**src/rtl/disc_reader_if.sv**
```systemverilog
// Bus bundle for disc_reader: raw drive inputs, acquisition control and capture-memory outputs.
// master = block driving the controls (host/bench), slave = the disc_reader itself.
interface disc_reader_if;
    logic       rddata;
    logic       index;
    logic       trkmark;
    logic       start;
    logic       abort;
    logic [1:0] sync_mode;
    logic [5:0] stop_idx;
    logic       mem_full;
    logic [7:0] mdat_out;
    logic       mwrite;
    logic       maddr_inc;
    logic       running;
    logic       overflow;

    modport master (
        output rddata, index, trkmark, start, abort, sync_mode, stop_idx, mem_full,
        input  mdat_out, mwrite, maddr_inc, running, overflow
    );

    modport slave (
        input  rddata, index, trkmark, start, abort, sync_mode, stop_idx, mem_full,
        output mdat_out, mwrite, maddr_inc, running, overflow
    );
endinterface

```
**src/rtl/disc_reader.sv**
```systemverilog
// Flux-interval disc reader: times flux transitions into 7-bit counts and streams them to capture memory.
// Optional hard-sector track-mark arming is built only when DISC_READER_HSTMD_SYNC_EN is defined.
//
// state  | meaning
// S_IDLE | waiting for start; outputs quiet
// S_ARM  | waiting for the selected sync condition (immediate / index / track mark)
// S_ACQ  | counting intervals and writing one byte per flux event or counter carry
module disc_reader (
    input  logic         clock,
    input  logic         reset,
    disc_reader_if.slave bus
);
    typedef enum logic [1:0] {
        S_IDLE = 2'd0,
        S_ARM  = 2'd1,
        S_ACQ  = 2'd2
    } state_t;

    state_t     r_state;
    logic [2:0] r_rd_sync;
    logic [2:0] r_idx_sync;
    logic [1:0] r_mode;
    logic       r_stop_en;
    logic [5:0] r_idx_cnt;
    logic [6:0] r_cnt;
    logic       r_flag;
    logic [7:0] r_mdat;
    logic       r_mwrite;
    logic       r_maddr_inc;
    logic       r_running;
    logic       r_overflow;

    logic       w_flux;
    logic       w_idx_evt;
    logic       w_arm_go;
    logic       w_stop_hit;
    logic       w_carry;

    always_ff @(posedge clock or negedge reset) begin
        if (!reset) begin
            r_rd_sync  <= 3'b000;
            r_idx_sync <= 3'b000;
        end else begin
            r_rd_sync  <= {r_rd_sync[1:0], bus.rddata};
            r_idx_sync <= {r_idx_sync[1:0], bus.index};
        end
    end

    // rddata is an active-low pulse: the event is the falling edge seen between the last two stages
    assign w_flux    = r_rd_sync[2] & ~r_rd_sync[1];
    assign w_idx_evt = r_idx_sync[1] & ~r_idx_sync[2];

`ifdef DISC_READER_HSTMD_SYNC_EN
    logic [1:0] r_trk_sync;

    always_ff @(posedge clock or negedge reset) begin
        if (!reset) begin
            r_trk_sync <= 2'b00;
        end else begin
            r_trk_sync <= {r_trk_sync[0], bus.trkmark};
        end
    end

    always_comb begin
        w_arm_go = 1'b1;
        unique case (r_mode)
            2'b01:   w_arm_go = w_idx_evt;
            2'b10:   w_arm_go = r_trk_sync[1];
            default: w_arm_go = 1'b1;
        endcase
    end
`else
    logic w_unused_trk;
    assign w_unused_trk = bus.trkmark;

    always_comb begin
        w_arm_go = 1'b1;
        if (r_mode == 2'b01) begin
            w_arm_go = w_idx_evt;
        end
    end
`endif

    // A zero count on ACQ entry means the arming index already used up a stop count of one
    assign w_stop_hit = r_stop_en & ((w_idx_evt & (r_idx_cnt == 6'd1)) | (r_idx_cnt == 6'd0));
    assign w_carry    = (r_cnt == 7'd127);

    always_ff @(posedge clock or negedge reset) begin
        if (!reset) begin
            r_state     <= S_IDLE;
            r_mode      <= 2'b00;
            r_stop_en   <= 1'b0;
            r_idx_cnt   <= 6'd0;
            r_cnt       <= 7'd0;
            r_flag      <= 1'b0;
            r_mdat      <= 8'h00;
            r_mwrite    <= 1'b0;
            r_maddr_inc <= 1'b0;
            r_running   <= 1'b0;
            r_overflow  <= 1'b0;
        end else begin
            r_mwrite    <= 1'b0;
            r_maddr_inc <= r_mwrite;
            unique case (r_state)
                S_IDLE: begin
                    if (bus.start && !bus.abort) begin
                        r_state    <= S_ARM;
                        r_running  <= 1'b1;
                        r_mode     <= bus.sync_mode;
                        r_stop_en  <= |bus.stop_idx;
                        r_idx_cnt  <= bus.stop_idx;
                        r_overflow <= 1'b0;
                    end
                end
                S_ARM: begin
                    if (bus.abort) begin
                        r_state   <= S_IDLE;
                        r_running <= 1'b0;
                    end else if (w_arm_go) begin
                        r_state <= S_ACQ;
                        r_cnt   <= 7'd1;
                        r_flag  <= 1'b0;
                        if (r_mode == 2'b01 && r_stop_en) begin
                            r_idx_cnt <= r_idx_cnt - 6'd1;
                        end
                    end
                end
                S_ACQ: begin
                    if (bus.abort) begin
                        r_state   <= S_IDLE;
                        r_running <= 1'b0;
                    end else if (bus.mem_full) begin
                        r_state    <= S_IDLE;
                        r_running  <= 1'b0;
                        r_overflow <= 1'b1;
                    end else if (w_stop_hit) begin
                        r_state   <= S_IDLE;
                        r_running <= 1'b0;
                        r_mwrite  <= 1'b1;
                        r_mdat    <= {1'b1, r_cnt};
                    end else begin
                        if (w_idx_evt && r_stop_en) begin
                            r_idx_cnt <= r_idx_cnt - 6'd1;
                        end
                        // A carry byte of 0 tells the decoder to add 127 to the next interval
                        if (w_flux || w_carry) begin
                            r_mwrite <= 1'b1;
                            r_mdat   <= {r_flag | w_idx_evt, w_flux ? r_cnt : 7'h00};
                            r_cnt    <= 7'd1;
                            r_flag   <= 1'b0;
                        end else begin
                            r_cnt <= r_cnt + 7'd1;
                            if (w_idx_evt) begin
                                r_flag <= 1'b1;
                            end
                        end
                    end
                end
                default: begin
                    r_state   <= S_IDLE;
                    r_running <= 1'b0;
                end
            endcase
        end
    end

    assign bus.mdat_out  = r_mdat;
    assign bus.mwrite    = r_mwrite;
    assign bus.maddr_inc = r_maddr_inc;
    assign bus.running   = r_running;
    assign bus.overflow  = r_overflow;
endmodule

```
**src/flat_wrapper.sv**
```systemverilog
// flat-port wrapper written by rule: the top's interface ports become plain ports
module disc_reader_flat 
  (clock, reset, bus_rddata, bus_index, bus_trkmark, bus_start, bus_abort, bus_sync_mode, bus_stop_idx, bus_mem_full, bus_mdat_out, bus_mwrite, bus_maddr_inc, bus_running, bus_overflow);
  disc_reader_if bus_i ();
  input  logic clock;
  input  logic reset;
  input wire logic [$bits(bus_i.rddata)-1:0] bus_rddata;
  input wire logic [$bits(bus_i.index)-1:0] bus_index;
  input wire logic [$bits(bus_i.trkmark)-1:0] bus_trkmark;
  input wire logic [$bits(bus_i.start)-1:0] bus_start;
  input wire logic [$bits(bus_i.abort)-1:0] bus_abort;
  input wire logic [$bits(bus_i.sync_mode)-1:0] bus_sync_mode;
  input wire logic [$bits(bus_i.stop_idx)-1:0] bus_stop_idx;
  input wire logic [$bits(bus_i.mem_full)-1:0] bus_mem_full;
  output wire logic [$bits(bus_i.mdat_out)-1:0] bus_mdat_out;
  output wire logic [$bits(bus_i.mwrite)-1:0] bus_mwrite;
  output wire logic [$bits(bus_i.maddr_inc)-1:0] bus_maddr_inc;
  output wire logic [$bits(bus_i.running)-1:0] bus_running;
  output wire logic [$bits(bus_i.overflow)-1:0] bus_overflow;
  assign bus_i.rddata = bus_rddata;
  assign bus_i.index = bus_index;
  assign bus_i.trkmark = bus_trkmark;
  assign bus_i.start = bus_start;
  assign bus_i.abort = bus_abort;
  assign bus_i.sync_mode = bus_sync_mode;
  assign bus_i.stop_idx = bus_stop_idx;
  assign bus_i.mem_full = bus_mem_full;
  assign bus_mdat_out = bus_i.mdat_out;
  assign bus_mwrite = bus_i.mwrite;
  assign bus_maddr_inc = bus_i.maddr_inc;
  assign bus_running = bus_i.running;
  assign bus_overflow = bus_i.overflow;
  disc_reader u_core (.clock(clock), .reset(reset), .bus(bus_i));
endmodule
```
**config.mk**
```make
export PLATFORM = sky130hd
export DESIGN_NAME = disc_reader_flat
export DESIGN_NICKNAME = d
export VERILOG_FILES = /design/src/rtl/disc_reader_if.sv /design/src/rtl/disc_reader.sv /design/src/flat_wrapper.sv
export SDC_FILE = /design/constraint.sdc
export NUM_CORES = 1
export LEC_CHECK = 0
export CAP_MARGIN = 20
export CORE_MARGIN = 5
export CORE_UTILIZATION = 53
export DETAILED_ROUTE_END_ITERATION = 8
export PLACE_DENSITY = 0.81
export SLEW_MARGIN = 30
export SYNTH_ARGS = -nofsm -noshare
export SYNTH_HDL_FRONTEND = slang
export SYNTH_SLANG_ARGS = --single-unit
export TNS_END_PERCENT = 5
```
**constraint.sdc**
```tcl
create_clock -name clock -period 2.48 [get_ports clock]
set_clock_uncertainty 0.1 [all_clocks]
set_input_delay 0.372 -clock clock [delete_from_list [all_inputs] [get_ports clock]]
set_output_delay 0.372 -clock clock [all_outputs]
set_load 0.05 [all_outputs]
```
* After elaboration in Yosys (flattened, before gate mapping)
Cells that the tools add are included.
Widths: inputs -> output; s select.
** Storage, ports and cells
- Input bits :: 16
- Flip-flop bits (word level) :: 37
- Output and inout port bits :: 12
** Cells by class
- Reductions and logical operators :: 20
- Bitwise operators :: 10
- Eq/ne operators :: 18
- Muxes and demuxes :: 50
- Add/sub/neg operators :: 2
** Operator list (count)
- $mux 7 :: 7
- $mux 6 :: 8
- $mux 1 :: 21
- $pmux 6 s3 :: 1
- $mux 8 :: 2
- $pmux 7 s2 :: 1
- $mux 2 :: 6
- $ne 2x2->1 const B :: 6
- $reduce_and 9->1 :: 1
- $ne 2x1->1 const B :: 4
- $reduce_and 4->1 :: 2
- $add 7x1->7 const B :: 1
- $eq 7x7->1 const B :: 1
- $reduce_and 7->1 :: 1
- $eq 6x1->1 const B :: 1
- $logic_not 6->1 :: 1
- $pmux 2 s3 :: 1
- $reduce_and 3->1 :: 2
- $reduce_and 6->1 :: 1
- $reduce_bool 2->1 :: 3
- $reduce_or 6->1 :: 1
- $sub 6x1->6 const B :: 1
- $and 1x1->1 :: 4
- $eq 2x1->1 const B :: 2
- 14 further kinds :: 21

* Depth between registers and ports, before layout
Gate-level depths: netlist of run 1.
- Depth after elaboration :: 9
- Depth in mapped cells :: 8
- Mapped depth without buffers :: 7

* Worst setup path before layout of run 1
OpenSTA, ideal clock, no wires.
- Path kind :: reg-to-reg
- Start point :: register u_core.r_state[0]
- End point :: register u_core.r_idx_cnt[3]
- Cell stages (with the launch flop) :: 9
- Buffers on the path :: 1
- Path slack :: 0.588 ns
- Data required time :: 2.255 ns
- Arrival :: 1.667 ns
- Cells stage by stage :: dfrtp_1 -> inv_1 -> ha_1 -> a21o_1 -> o41ai_2 -> nand4_1 -> buf_4 -> o21ai_0 -> o21ai_1
** On the way
- Word-level cells in the longest chain between the ends :: 3
- Elaborated cells between the ends (all ways) :: 14
- Those cells by class :: 10 x eq/ne; 1 x mux; 3 x reduce/logical
** Ends and longest elaborated chain
- start: declaration :: RTL line disc_reader.sv:19 : state_t r_state;
- start signal: assignment :: RTL line disc_reader.sv:90 : r_state <= S_IDLE;
- start signal: assignment :: RTL line disc_reader.sv:107 : r_state <= S_ARM;
- start signal: assignment :: RTL line disc_reader.sv:117 : r_state <= S_IDLE;
- $eq 2x2->1, or another cell as far along :: RTL line disc_reader.sv:104 : unique case (r_state)
- $ne 2x1->1 (no source line), or another cell as far along
- $reduce_and 9->1 (no source line)
- end signal: assignment :: RTL line disc_reader.sv:111 : r_idx_cnt <= bus.stop_idx;
- end signal: assignment :: RTL line disc_reader.sv:124 : r_idx_cnt <= r_idx_cnt - 6'd1;
- end signal: assignment :: RTL line disc_reader.sv:143 : r_idx_cnt <= r_idx_cnt - 6'd1;
- end: declaration :: RTL line disc_reader.sv:24 : logic [5:0] r_idx_cnt;
Several ways; a longest one is shown, not always the timed one.
A chain may end at the register's enable or synchronous reset.

* Worst setup path after layout of run 1
- Start point :: register u_core.r_idx_cnt[1]
- End point :: register u_core.r_cnt[4]
** On the way
- Word-level cells in the longest chain between the ends :: 6
- Elaborated cells between the ends (all ways) :: 7
- Those cells by class :: 2 x eq/ne; 3 x bitwise; 2 x reduce/logical
** Ends and longest elaborated chain
- $eq 6x1->1 :: RTL line disc_reader.sv:85 : assign w_stop_hit = r_stop_en & ((w_idx_evt & (r_idx_cnt == 6'd1)) | (r_idx_cnt == 6'd0));
- $and 1x1->1 :: RTL line disc_reader.sv:85
- $or 1x1->1 * :: RTL line disc_reader.sv:85
- $and 1x1->1 * :: RTL line disc_reader.sv:85
- $ne 2x2->1 (no source line) *
- $reduce_and 6->1 (no source line) *
- end signal: assignment :: RTL line disc_reader.sv:152 : r_cnt <= r_cnt + 7'd1;
- end: declaration :: RTL line disc_reader.sv:25 : logic [6:0] r_cnt;
Mark *: on every way between the ends. The rest lies on a longest branch, timed or not.

==> results of run 1 <==
-- registers in the layout, summed over array words and instances, names as in the netlist, 2 cells and up --
signal               count
u_core.bus.mdat_out      8
u_core.r_mode            2
u_core.r_state           2
u_core.r_idx_sync        3
u_core.r_rd_sync         3
u_core.r_cnt             7
u_core.r_idx_cnt         6
-- metal layers --
| layer | GRT usage [%] | wire, µm |
|---|---|---|
| met1 | 19.5 | 1610 |
| met2 | 27.3 | 1810 |
| met3 | 3.77 | 184 |
| met4 | 7.38 | 56 |
| met5 | 0 | 0 |
-- worst paths after layout --
check | cells past startpoint | to
worst max-delay path | 7 | u_core.r_cnt[4]
worst min-delay path | 0 | u_core.r_rd_sync[1]
worst max register to register | 7 | u_core.r_cnt[4]
worst min register to register | 0 | u_core.r_rd_sync[1]
max in group asynchronous | 2 | u_core.r_rd_sync[1]
min in group asynchronous | 2 | u_core.r_idx_cnt[2]
-- kinds of logic (layout without fill, tap and decap cells) --
group                      count (synthesis)  in the layout  share of synthesized area (%)
muxes                                      8              8                           4.74
adders and majority gates                  8              8                           5.34
and+or+nand+nor                           65             65                           18.5
DFF                                       37             37                           49.4
AOI/OAI and AO/OA                         51             51                           18.0
buffers and inverters                     16             47                           4.01
-- power by group through the flow --
| stage | registers (mW) | clock network (mW) | logic, mW |
|---|---|---|---|
| 6_report | 0.903 | 0.275 | 1.08 |
| 5_1_grt | 0.925 | 0.312 | 1.20 |
| 3_5_place_dp | 0.912 | 0 | 1.08 |
| 3_3_place_gp | 0.902 | 0 | 1.03 |
| 4_1_cts | 0.901 | 0.284 | 1.08 |
| 2_1_floorplan | 0.969 | 0 | 0.750 |
-- area by class of cell --
| cell class | instances | area (µm²) |
|---|---|---|
| clock buffers | 5 | 37.5 |
| repair buffers | 29 | 283 |
| multi-input cells | 132 | 872 |
| flip-flops and latches | 37 | 926 |
| inverters | 12 | 45.0 |
| clock inverters | 1 | 5.00 |
| well taps | 46 | 57.6 |
| fillers | 269 | 1160 |
-- worst max-delay path: cells and delay by family (launching register included) --
kind / cells / cell delay [ps]
simple gates: 3 / 780
compound gates: 2 / 490
flops: 1 / 390
fa+ha+maj: 1 / 200
buf+inv: 1 / 120
-- per-stage QoR --
step	worst slack, ps	cell area (µm²)	power, mW	utilization (%)
finish	282	2230	2.26	65.7
global route	185	2230	2.43	65.7
CTS	328	2230	2.27	65.7
detailed placement	347	2180	1.99	64.4
global placement	408	2180	1.93	64.4
floorplan	588	1870	1.72	-
-- cell usage after synthesis, types with 2 or more instances --
library cell / count / area (µm²)
dfrtp_1: 37 / 926
nand2_1: 25 / 93.8
o21ai_0: 16 / 80.1
inv_1: 12 / 45.0
nor2_1: 9 / 33.8
ha_1: 8 / 100
a21oi_1: 6 / 30.0
nand3_1: 6 / 30.0
nand2b_1: 5 / 31.3
o21ai_1: 5 / 25.0
a31oi_1: 4 / 25.0
mux2i_1: 4 / 40.0
nor2b_1: 4 / 25.0
o22a_1: 4 / 35.0
mux2_2: 3 / 33.8
o211ai_1: 3 / 22.5
o31ai_1: 3 / 22.5
a41oi_1: 2 / 17.5
and2_1: 2 / 12.5
buf_4: 2 / 15.0
nand4_1: 2 / 12.5
nor3_1: 2 / 10.0
==> out/metrics.yaml, run 1 <==
fmax_ghz: 0.455
worst_slew_pin_slew_ps: 498
powerDensity_nw_per_um2: 1010
synth_seq_cells: 37
ys_seq_area_share_pct: 49.4
cp.arrival_ps: 2330
cts.sinks: 37
ios: 28
ant_nets: 0
tns_ps: 0
coreArea_um2: 3390
cts_tree: "done"
wl_per_cell_um: 14.0
crit_type: "reg -> reg"
clk_pin_slew_ps: 100
rr_startpoint: "u_core.r_idx_cnt[1]"
slowest_stage: "dfrtp_1"
synthArstFlopShare_pct: 100
fp.dieW_um: 69.4
hp-class: "reg -> reg"
timing.final.crit_share_pct: 88.6
antenna_cells: 0
place.port_buffers: 26
cts.path.max_buffers: 2
htree_num_levels: 2
hold_viol_final: 0
min_from: "u_core.r_rd_sync[0]"
initialDrtViolationCount: 70
switchingPower_mw: 0.947
status: "completed"
cap_violations: 0
cp-end-kind: "flop"
first_pass_iters: 4
clock_latency_ps: 330
relSlewSlack_pct: 66.7
netlist_instances: 185
final_cell_mix: "dfrtp_1 (37), clkdlybuf4s50_1 (26), nand2_1 (25)"
rows: 21
setup_violations: 0
final_common_cell: "dfrtp_1"
grt_max_degree: 38
antenna_found_initial: 0
leakagePower_nw: 0.977
slowest_delay_ps: 390
syn_area_um2: 1870
grt_usage_pct: 16.2
dp_cells: 256
cts_resized: 0
grt_pass1_wl_mm: 6.35
root_buffer: "clkbuf_4"
instances_no_fill: 262
synthesis.nets: 209
cts-buffers-inserted: 5
fp.dieArea_um2: 4820
combPwrFrac_pct: 47.8
drv_slew: 0
viasPerCell: 5.60
start_util_pct: 55.3
drc: 0
critPathMaxFanout: 13
period_needed_ps: 2200
dp_hpwl_mm: 2.78
crit_start: "u_core.r_idx_cnt[1]"
globalplace.congestion: 0.890
ys_types: 43
cts_hold_buf: 0
die_y_um: 69.4
num_vias: 1468
cp-start-kind: "flop"
cp_data_required_time_ps: 2610
r2r_setup_slack_ps: 280
post_cts_buffers: 0
overflow: 0
path_cells: "inv_1, ha_1, and3b_1, o211ai_1, nand4_2, nand2b_4, o31ai_1"
rsz0062_at_grt: "no"
power_frac_clock_pct: 12.2
power_frac_seq_pct: 40.0
p_sw_share_pct: 42.0
syn_area_per_cell_um2: 10.1
p_int_mw: 1.31
synth-main-ff-cell: "dfrtp_1"
fin_hold_ws_ps: 259
routed_wl_mm: 3.66
drive_gt1_share_pct: 9.26
fin_nets: 241
synth-edff-count: 0
area_growth_pct: 18.8
grt_pass1_vias: 1477
yosys_warnings: 0
vdd.ir_drop.worst_mv: 0.612
Note: power is estimated with default switching activity, not from simulation.
==> run 2: changes to the inputs <==
CORE_ASPECT_RATIO = 0.9   (was unset)
==> run 2 against run 1 <==
  * First-iteration DRC count is 74% higher
  * Total power is 5.7% higher
  * Core utilization is 0.84 points higher
  * Largest power group unchanged
  * Largest cell class unchanged
  * Critical endpoint unchanged
  * Critical path depth stayed put
==> out/metrics.yaml, run 2 (same netlist as run 1, synthesis figures left out) <==
cts_resized: 0  # unchanged
tns_ps: 0  # unchanged
switchingPower_mw: 0.979  # +3.4%
cp.arrival_ps: 2210  # -120 ps
coreArea_um2: 3400  # +0.41%
critPathMaxFanout: 13  # unchanged
p_int_mw: 1.41  # +7.4%
drc: 0  # unchanged
rows: 20  # -4.8%
antenna_cells: 0  # unchanged
die_y_um: 66.4  # -4.4%
ant_nets: 0  # unchanged
grt_max_degree: 38  # unchanged
cts_tree: "done"
wl_per_cell_um: 14.4  # +3.2%
clk_pin_slew_ps: 70  # -30 ps
cts.sinks: 37  # unchanged
r2r_setup_slack_ps: 350  # +70 ps
drv_slew: 0  # unchanged
fin_nets: 241  # unchanged
dp_hpwl_mm: 2.82  # +1.6%
fp.dieW_um: 72.7  # +4.6%
antenna_found_initial: 0  # unchanged
p_sw_share_pct: 41.0  # -0.94 points
overflow: 0  # unchanged
powerDensity_nw_per_um2: 1050  # +4.0%
combPwrFrac_pct: 45.1  # -2.7 points
setup_violations: 0  # unchanged
relSlewSlack_pct: 66.0  # -0.67 points
crit_type: "reg -> reg"
fp.dieArea_um2: 4820  # about the same
hp-class: "reg -> reg"
period_needed_ps: 2130  # -68.3 ps
grt_pass1_vias: 1393  # -5.7%
power_frac_seq_pct: 38.2  # -1.8 points
clock_latency_ps: 290  # -40 ps
ios: 28  # unchanged
cts-buffers-inserted: 5  # unchanged
area_growth_pct: 20.8
routed_wl_mm: 3.78  # +3.2%
worst_slew_pin_slew_ps: 508  # +10.0 ps
final_cell_mix: "dfrtp_1 (37), clkdlybuf4s50_1 (26), nand2_1 (25)"
initialDrtViolationCount: 122  # +74%
num_vias: 1464  # -0.27%
leakagePower_nw: 0.995  # +1.8%
rsz0062_at_grt: "no"
setup_ws_ps: 350  # +68.3 ps
grt_pass1_wl_mm: 6.38  # +0.33%
final_common_cell: "dfrtp_1"
fmax_ghz: 0.470  # +3.2%
cp-start-kind: "flop"
start_util_pct: 55.0  # -0.22 points
power_frac_clock_pct: 16.8  # +4.6 points
cp-end-kind: "flop"
drive_gt1_share_pct: 9.63  # +0.37 points
cts.path.max_buffers: 2  # unchanged
largest_register_ffs: 8  # unchanged
grt_usage_pct: 17.1  # +0.89 points
dp_slack_ps: 311  # -36.1 ps
vdd.ir_drop.worst_mv: 0.622  # +1.6%
post_cts_buffers: 0  # unchanged
htree_num_levels: 2  # unchanged
root_buffer: "clkbuf_8"
globalplace.congestion: 0.883  # -0.88%
status: "completed"
cp_data_required_time_ps: 2560  # -50 ps
timing.final.crit_share_pct: 85.9  # -2.8 points
place.port_buffers: 26  # unchanged
cap_violations: 0  # unchanged
first_pass_iters: 4  # unchanged
viasPerCell: 5.59  # -0.27%
hold_viol_final: 0  # unchanged
cts_hold_buf: 0  # unchanged
## run 2: metal layers
metal / vias to the layer above / GRT usage [%] / part of all wire (%) / wire length, µm
met2: 39 / 27.5 / 48 / 1830
met5: - / 0 / 0 / 0
li1: 719 / - / - / -
met1: 704 / 21.7 / 45 / 1680
met4: 0 / 5.53 / 0.56 / 21
met3: 2 / 5.47 / 6.4 / 240
## run 2: worst paths after layout
kind,from,cells after the start,to
min in group asynchronous,reset,2,u_core.bus.overflow
min reg2reg,u_core.r_idx_sync[0],0,u_core.r_idx_sync[1]
max reg2reg,u_core.r_state[0],7,u_core.r_cnt[4]
max in group asynchronous,reset,2,u_core.r_cnt[0]
min,u_core.r_idx_sync[0],0,u_core.r_idx_sync[1]
max,u_core.r_state[0],7,u_core.r_cnt[4]
## run 2: critical path: stages (launching register included)
cell and delay, ps:
dfrtp_1 420, inv_1 100, ha_1 290, and2_1 190, o211ai_1 120, nand4_2 320
nand2b_4 260, o31ai_1 230
## run 2: power by group through the flow
stage                     clock network [mW]  registers, mW  logic [mW]
after floorplan                            0          0.969       0.750
after global placement                     0          0.901        1.03
after detailed placement                   0          0.918        1.07
after CTS                              0.411          0.907        1.08
after global routing                   0.438          0.931        1.19
final                                  0.400          0.911        1.07
## run 2: area by class of cell
type	instances	area (µm²)
well taps	44	55.1
clock inverters	2	10.0
clock buffers	6	72.6
flip-flops and latches	37	926
fillers	277	1140
multi-input cells	132	872
inverters	12	45.0
repair buffers	29	283
## run 2: stage by stage
stage	cell area (µm²)	utilization [%]	hold WS (ps)	instances	power, mW
3_5_place_dp	2180	64.1	235	254	1.99
3_3_place_gp	2180	64.1	234	254	1.93
2_1_floorplan	1870	-	-23.6	185	1.72
5_1_grt	2260	66.5	252	262	2.56
4_1_cts	2260	66.5	253	262	2.40
6_report	2260	66.5	251	262	2.39
